### src/rtl/emu_sweep_ctrl.sv
// emu_sweep_ctrl: emulator-resident sweep controller.
// Drives a fixed-point ramp START..STOP (step STEP) onto the DUT input and holds
// each point for SETTLE cycles. It then samples the DUT output against a golden
// value and accumulates the squared error. After the ramp it reports pass/fail
// against an RMS tolerance without taking a square root.
//
// Ports:
//   emu_clk, emu_rst_n : clock, synchronous active-low reset
//   start, abort       : sweep launch pulse / return-to-idle request
//   in_                : signed stimulus to the DUT
//   out, expct         : signed DUT output and golden value for current in_
//   sample_valid       : high in the cycle out/expct are captured
//   busy, done, pass   : status; pass is meaningful while done=1
//   n_samp             : samples accumulated (saturating)
//   sum_err_sqrd       : accumulated squared error in LSB^2 (saturating)
module emu_sweep_ctrl #(
    parameter int unsigned     WIDTH  = 18,
    parameter int              START  = -12,
    parameter int              STOP   = 12,
    parameter int unsigned     STEP   = 4,
    parameter int unsigned     SETTLE = 2,
    parameter int unsigned     CNT_W  = 16,
    parameter int unsigned     ACC_W  = 48,
    parameter longint unsigned TOL_SQ = 1
) (
    input  logic                    emu_clk,
    input  logic                    emu_rst_n,
    input  logic                    start,
    input  logic                    abort,
    output logic signed [WIDTH-1:0] in_,
    input  logic signed [WIDTH-1:0] out,
    input  logic signed [WIDTH-1:0] expct,
    output logic                    sample_valid,
    output logic                    busy,
    output logic                    done,
    output logic                    pass,
    output logic [CNT_W-1:0]        n_samp,
    output logic [ACC_W-1:0]        sum_err_sqrd
);

    localparam int unsigned SQ_W   = 2 * WIDTH + 2;
    localparam int unsigned SUM_W  = ((ACC_W > SQ_W) ? ACC_W : SQ_W) + 1;
    localparam int unsigned PROD_W = ACC_W + CNT_W;
    localparam int unsigned SET_W  = (SETTLE > 2) ? $clog2(SETTLE) : 1;

    localparam logic signed [WIDTH-1:0] START_V = WIDTH'(START);
    localparam logic signed [WIDTH-1:0] STOP_V  = WIDTH'(STOP);
    localparam logic [SET_W-1:0]        RELOAD  = SET_W'(SETTLE - 1);

    typedef enum logic [2:0] {
        S_IDLE,
        S_SETTLE,
        S_SAMPLE,
        S_CHECK,
        S_DONE
    } state_t;

    state_t state_q, state_d;

    logic [SET_W-1:0]        settle_cnt;
    logic                    ld_sweep, do_sample, do_check;

    logic signed [WIDTH:0]   diff;
    logic signed [SQ_W-1:0]  prod;
    logic [SQ_W-1:0]         sq;
    logic [SUM_W-1:0]        sum_ext;
    logic [ACC_W-1:0]        acc_nxt;
    logic [CNT_W-1:0]        cnt_nxt;
    logic signed [WIDTH:0]   nxt;
    logic signed [WIDTH:0]   stop_x;
    logic                    step_ok;
    logic [PROD_W-1:0]       limit;
    logic                    check_pass;

    // Squared error of the current sample, widened so that no term can overflow
    assign diff    = {expct[WIDTH-1], expct} - {out[WIDTH-1], out};
    assign prod    = SQ_W'(diff) * SQ_W'(diff);
    assign sq      = SQ_W'(prod);
    assign sum_ext = SUM_W'(sum_err_sqrd) + SUM_W'(sq);
    assign acc_nxt = (sum_ext > SUM_W'({ACC_W{1'b1}})) ? {ACC_W{1'b1}} : ACC_W'(sum_ext);
    assign cnt_nxt = (n_samp == {CNT_W{1'b1}}) ? n_samp : n_samp + CNT_W'(1);

    // Next ramp point in WIDTH+1 bits so values past the WIDTH range stop the sweep instead of wrapping
    assign nxt     = {in_[WIDTH-1], in_} + (WIDTH + 1)'(STEP);
    assign stop_x  = {STOP_V[WIDTH-1], STOP_V};
    assign step_ok = (nxt <= stop_x);

    // RMS check as sum <= n*TOL_SQ; a saturated accumulator is not trustworthy
    assign limit      = PROD_W'(n_samp) * PROD_W'(TOL_SQ);
    assign check_pass = (sum_err_sqrd != {ACC_W{1'b1}}) && (PROD_W'(sum_err_sqrd) <= limit);

    // State register
    always_ff @(posedge emu_clk) begin
        if (!emu_rst_n) begin
            state_q <= S_IDLE;
        end else begin
            state_q <= state_d;
        end
    end

    // Next-state and datapath strobes
    always_comb begin
        state_d   = state_q;
        ld_sweep  = 1'b0;
        do_sample = 1'b0;
        do_check  = 1'b0;
        unique case (state_q)
            S_IDLE, S_DONE: begin
                if (start) begin
                    state_d  = S_SETTLE;
                    ld_sweep = 1'b1;
                end
            end
            S_SETTLE: begin
                if (settle_cnt == '0) state_d = S_SAMPLE;
            end
            S_SAMPLE: begin
                do_sample = 1'b1;
                state_d   = step_ok ? S_SETTLE : S_CHECK;
            end
            S_CHECK: begin
                do_check = 1'b1;
                state_d  = S_DONE;
            end
            default: state_d = S_IDLE;
        endcase
        if (abort) begin
            state_d   = S_IDLE;
            ld_sweep  = 1'b0;
            do_sample = 1'b0;
            do_check  = 1'b0;
        end
    end

    // Datapath and registered status outputs
    always_ff @(posedge emu_clk) begin
        if (!emu_rst_n) begin
            in_          <= '0;
            settle_cnt   <= '0;
            sample_valid <= 1'b0;
            busy         <= 1'b0;
            done         <= 1'b0;
            pass         <= 1'b0;
            n_samp       <= '0;
            sum_err_sqrd <= '0;
        end else begin
            sample_valid <= (state_d == S_SAMPLE);
            busy         <= (state_d == S_SETTLE) || (state_d == S_SAMPLE) || (state_d == S_CHECK);
            done         <= (state_d == S_DONE);

            if (abort) begin
                in_  <= '0;
                pass <= 1'b0;
            end else if (ld_sweep) begin
                in_          <= START_V;
                settle_cnt   <= RELOAD;
                pass         <= 1'b0;
                n_samp       <= '0;
                sum_err_sqrd <= '0;
            end else if (do_sample) begin
                sum_err_sqrd <= acc_nxt;
                n_samp       <= cnt_nxt;
                if (step_ok) begin
                    in_        <= nxt[WIDTH-1:0];
                    settle_cnt <= RELOAD;
                end
            end else if (do_check) begin
                pass <= check_pass;
            end else if ((state_q == S_SETTLE) && (settle_cnt != '0)) begin
                settle_cnt <= settle_cnt - SET_W'(1);
            end
        end
    end

endmodule

### config.mk
export PLATFORM = sky130hd
export DESIGN_NAME = emu_sweep_ctrl
export DESIGN_NICKNAME = d
export VERILOG_FILES = /design/src/rtl/emu_sweep_ctrl.sv
export SDC_FILE = /design/constraint.sdc
export NUM_CORES = 1
export LEC_CHECK = 0
export ABC_AREA = 1
export CAP_MARGIN = 30
export CELL_PAD_IN_SITES_DETAIL_PLACEMENT = 1
export CELL_PAD_IN_SITES_GLOBAL_PLACEMENT = 1
export CORE_MARGIN = 2
export CORE_UTILIZATION = 40
export CTS_CLUSTER_SIZE = 40
export DETAILED_ROUTE_END_ITERATION = 10
export GPL_TIMING_DRIVEN = 0
export PLACE_DENSITY_LB_ADDON = 0.1
export REMOVE_ABC_BUFFERS = 1
export SKIP_CTS_REPAIR_TIMING = 1
export SLEW_MARGIN = 25
export SYNTH_ARGS = -nofsm -noshare
export SYNTH_HDL_FRONTEND = slang
export SYNTH_SLANG_ARGS = --single-unit
### constraint.sdc
create_clock -name emu_clk -period 34.5 [get_ports emu_clk]
set_input_delay 10.35 -clock emu_clk [delete_from_list [all_inputs] [get_ports emu_clk]]
set_output_delay 10.35 -clock emu_clk [all_outputs]
set_load 0.05 [all_outputs]
==> qor.yml <==
ios: 126
wire_per_inst_um: 18.5
io_buffers: 123
grt-ovfl-total: 0
worst_pin_slew_ps: 934
synth_top_area_share_pct: 32.2
r2r-end: "sum_err_sqrd[36]"
setup.worst_path.end: "sum_err_sqrd[36]"
hpwl_mm: 57.4
synth_async_sr_flop_share_pct: 0
cpPeakStageDelay_ps: 670
fillers: 6437
path_delay_family: "adder cells"
antenna_found_initial: 0
vias: 18540
via_per_inst: 5.15
finalCriticalPeriod_ps: 21750
grt_first_pass_wirelength_mm: 108
nNetsFinal: 3486
track_usage_pct: 25.6
crit_top_cell: "fa_1"
num_antenna_cells: 0
first_global_vias: 20083
finalSetupViolCount: 0
clk_pin_slew_ps: 80
ys_ff_latch: 88
synth-edff-count: 0
fin_setup_tns_ps: 0
rsz0062_at_grt: "false"
ctsHtreeMaxLevel: 3
mostFrequentLayoutCells: "inv_1 (628), nand2_1 (544), fa_1 (333), nor2_1 (296), ha_1 (201)"
cp_slowest_cell: "xor2_2"
cts_root_buf: "clkbuf_16"
critPathRequiredTime_ps: 34740
start_util_pct: 40.4
ys.flop_type: "dfxtp_1"
hold-worst-slack_ps: 487
crit_type: "input pin to flip-flop"
hold_path_class: "flip-flop to flip-flop"
syn_inst: 2818
regToRegSetupSlack_ps: 31140
gp_congestion: 0.905
crit_cells: 41
multi_input_comb_area_um2: 16400
ys_warn_count: 0
relSlewSlack_pct: 37.3
crit_arrival_ps: 21980
met1Wirelength_mm: 29.9
cts_buffers: 9
fmax_mhz: 46.0
highest_layer: "met4"
clock_sinks: 88
drt-total-wl_mm: 66.4
antenna_left: 0
synth_area_leaders: "fa_1 (32%), ha_1 (12%), inv_1 (11%), nand2_1 (9.9%), dfxtp_1 (8.5%)"
clk_latency_ps: 390
drt_iter0_drc: 735
finalClockSkew_ps: 15.0
fin_crit_sh_pct: 63.0
areaGrowthSynthToFinish_pct: 11.6
hold_violations: 0
core_um2: 51200
reg2reg_depth: 17
syn_area_per_cell_um2: 7.34
wl_met2_mm: 33.9
cts_buffer_depth: 2
dieArea_um2: 53500
fin_ws_ps: 12750
maxCapViolCount: 0
met3WireLength_mm: 1.73
drc: 0
final-seq-area_um2: 1760
crit_path_max_fanout: 25
crit_path_end_kind: "flip-flop"
final_common_cell: "inv_1"
synth_area_um2: 20700
status: "finished clean"
num_rows: 83
reg2reg_from: "sum_err_sqrd[0]"
worst-path-buf-inv: 7
tritoncts: "built"
synth_cell_types: 46
yosysSeqAreaShare_pct: 8.52
grt_start_max_net_pins: 59
startpoint: "out[0]"
die_x_um: 231
layout-drive-gt1-share_pct: 2.19
drv_slew: 0
start_kind: "input pin"
die_y_um: 231
place_ws_ps: 12520
yosys.area.top_type: "fa_1"
dr.pass1.iters: 5
==> metrics by stage <==
| step | utilization, % | cell area, um2 | cells |
|---|---|---|---|
| floorplan | - | 20500 | 2766 |
| global placement | 44.0 | 22500 | 3569 |
| detailed placement | 44.5 | 22800 | 3579 |
| CTS | 45.0 | 23100 | 3595 |
| global route | 45.1 | 23100 | 3597 |
| finish | 45.1 | 23100 | 3597 |
==> synth_stat cells, types with 2 or more instances <==
cell type,count
inv_1,629
nand2_1,545
fa_1,333
nor2_1,297
ha_1,201
a21oi_1,195
nand3_1,108
o21ai_0,101
dfxtp_1,88
xor2_1,64
nand4_1,39
nor3_1,39
clkbuf_1,33
xnor2_1,27
a21o_1,15
nor4_1,15
buf_2,9
buf_1,7
o21bai_1,7
o21a_1,6
or2_2,6
nand2_2,5
nor2_4,5
a21boi_0,4
clkinv_1,4
a22oi_1,3
a31oi_1,3
buf_4,3
nand2_4,3
a211oi_1,2
and2_1,2
inv_2,2
nand3b_1,2
o21ai_1,2
o221ai_1,2
o22ai_1,2
==> per-layer routing <==
layer | global-route usage [%] | vias to the layer above
li1 | - | 8831
met1 | 34.1 | 9404
met2 | 45.7 | 241
met3 | 2.08 | 64
met4 | 4.82 | 0
met5 | 0 | -
==> worst min path at each step <==
stage | end | depth (start not counted) | slack, ps | startpoint
final | pass | 2 | 490 | pass
after global routing | pass | 2 | 510 | pass
after CTS | pass | 2 | 490 | pass
after detailed placement | pass | 2 | 480 | pass
after global placement | pass | 2 | 470 | pass
after floorplan | done | 2 | 520 | state_q[2]
==> worst min-delay path, cell delays in order (launching register included) <==
cell	delay (ps)
dfxtp_1	320
nand2_1	60
a21oi_1	60
==> state kept, by name (all words and copies together) (netlist names) <==
signal	count
sum_err_sqrd	48
in_	16
n_samp	16
state_q	3
busy	1
done	1
pass	1
sample_valid	1
settle_cnt	1
==> cells by family (layout without fill, tap and decap cells) <==
logic type,after synthesis,after routing,synth area share [%]
XOR/XNOR,92,92,3.93
flip-flops,88,88,8.52
buffers and inverters,688,786,12.6
AND/OR/NAND/NOR,1069,1069,21.5
adder cells (fa/ha/maj),534,534,44.4
AO/OA/AOI/OAI,346,346,8.99
other,1,2,0.0181
==> area by class of cell <==
type                    instances  area share (%)
multi-input cells            2043            70.9
inverters                     635            10.3
flip-flops and latches         88            7.63
repair buffers                135            6.13
well taps                     680            3.69
clock buffers                   9           0.976
clock inverters                 7           0.314
Power is not shown: default switching activity piles up to over one toggle a cycle in this logic, so the estimate is an artifact.
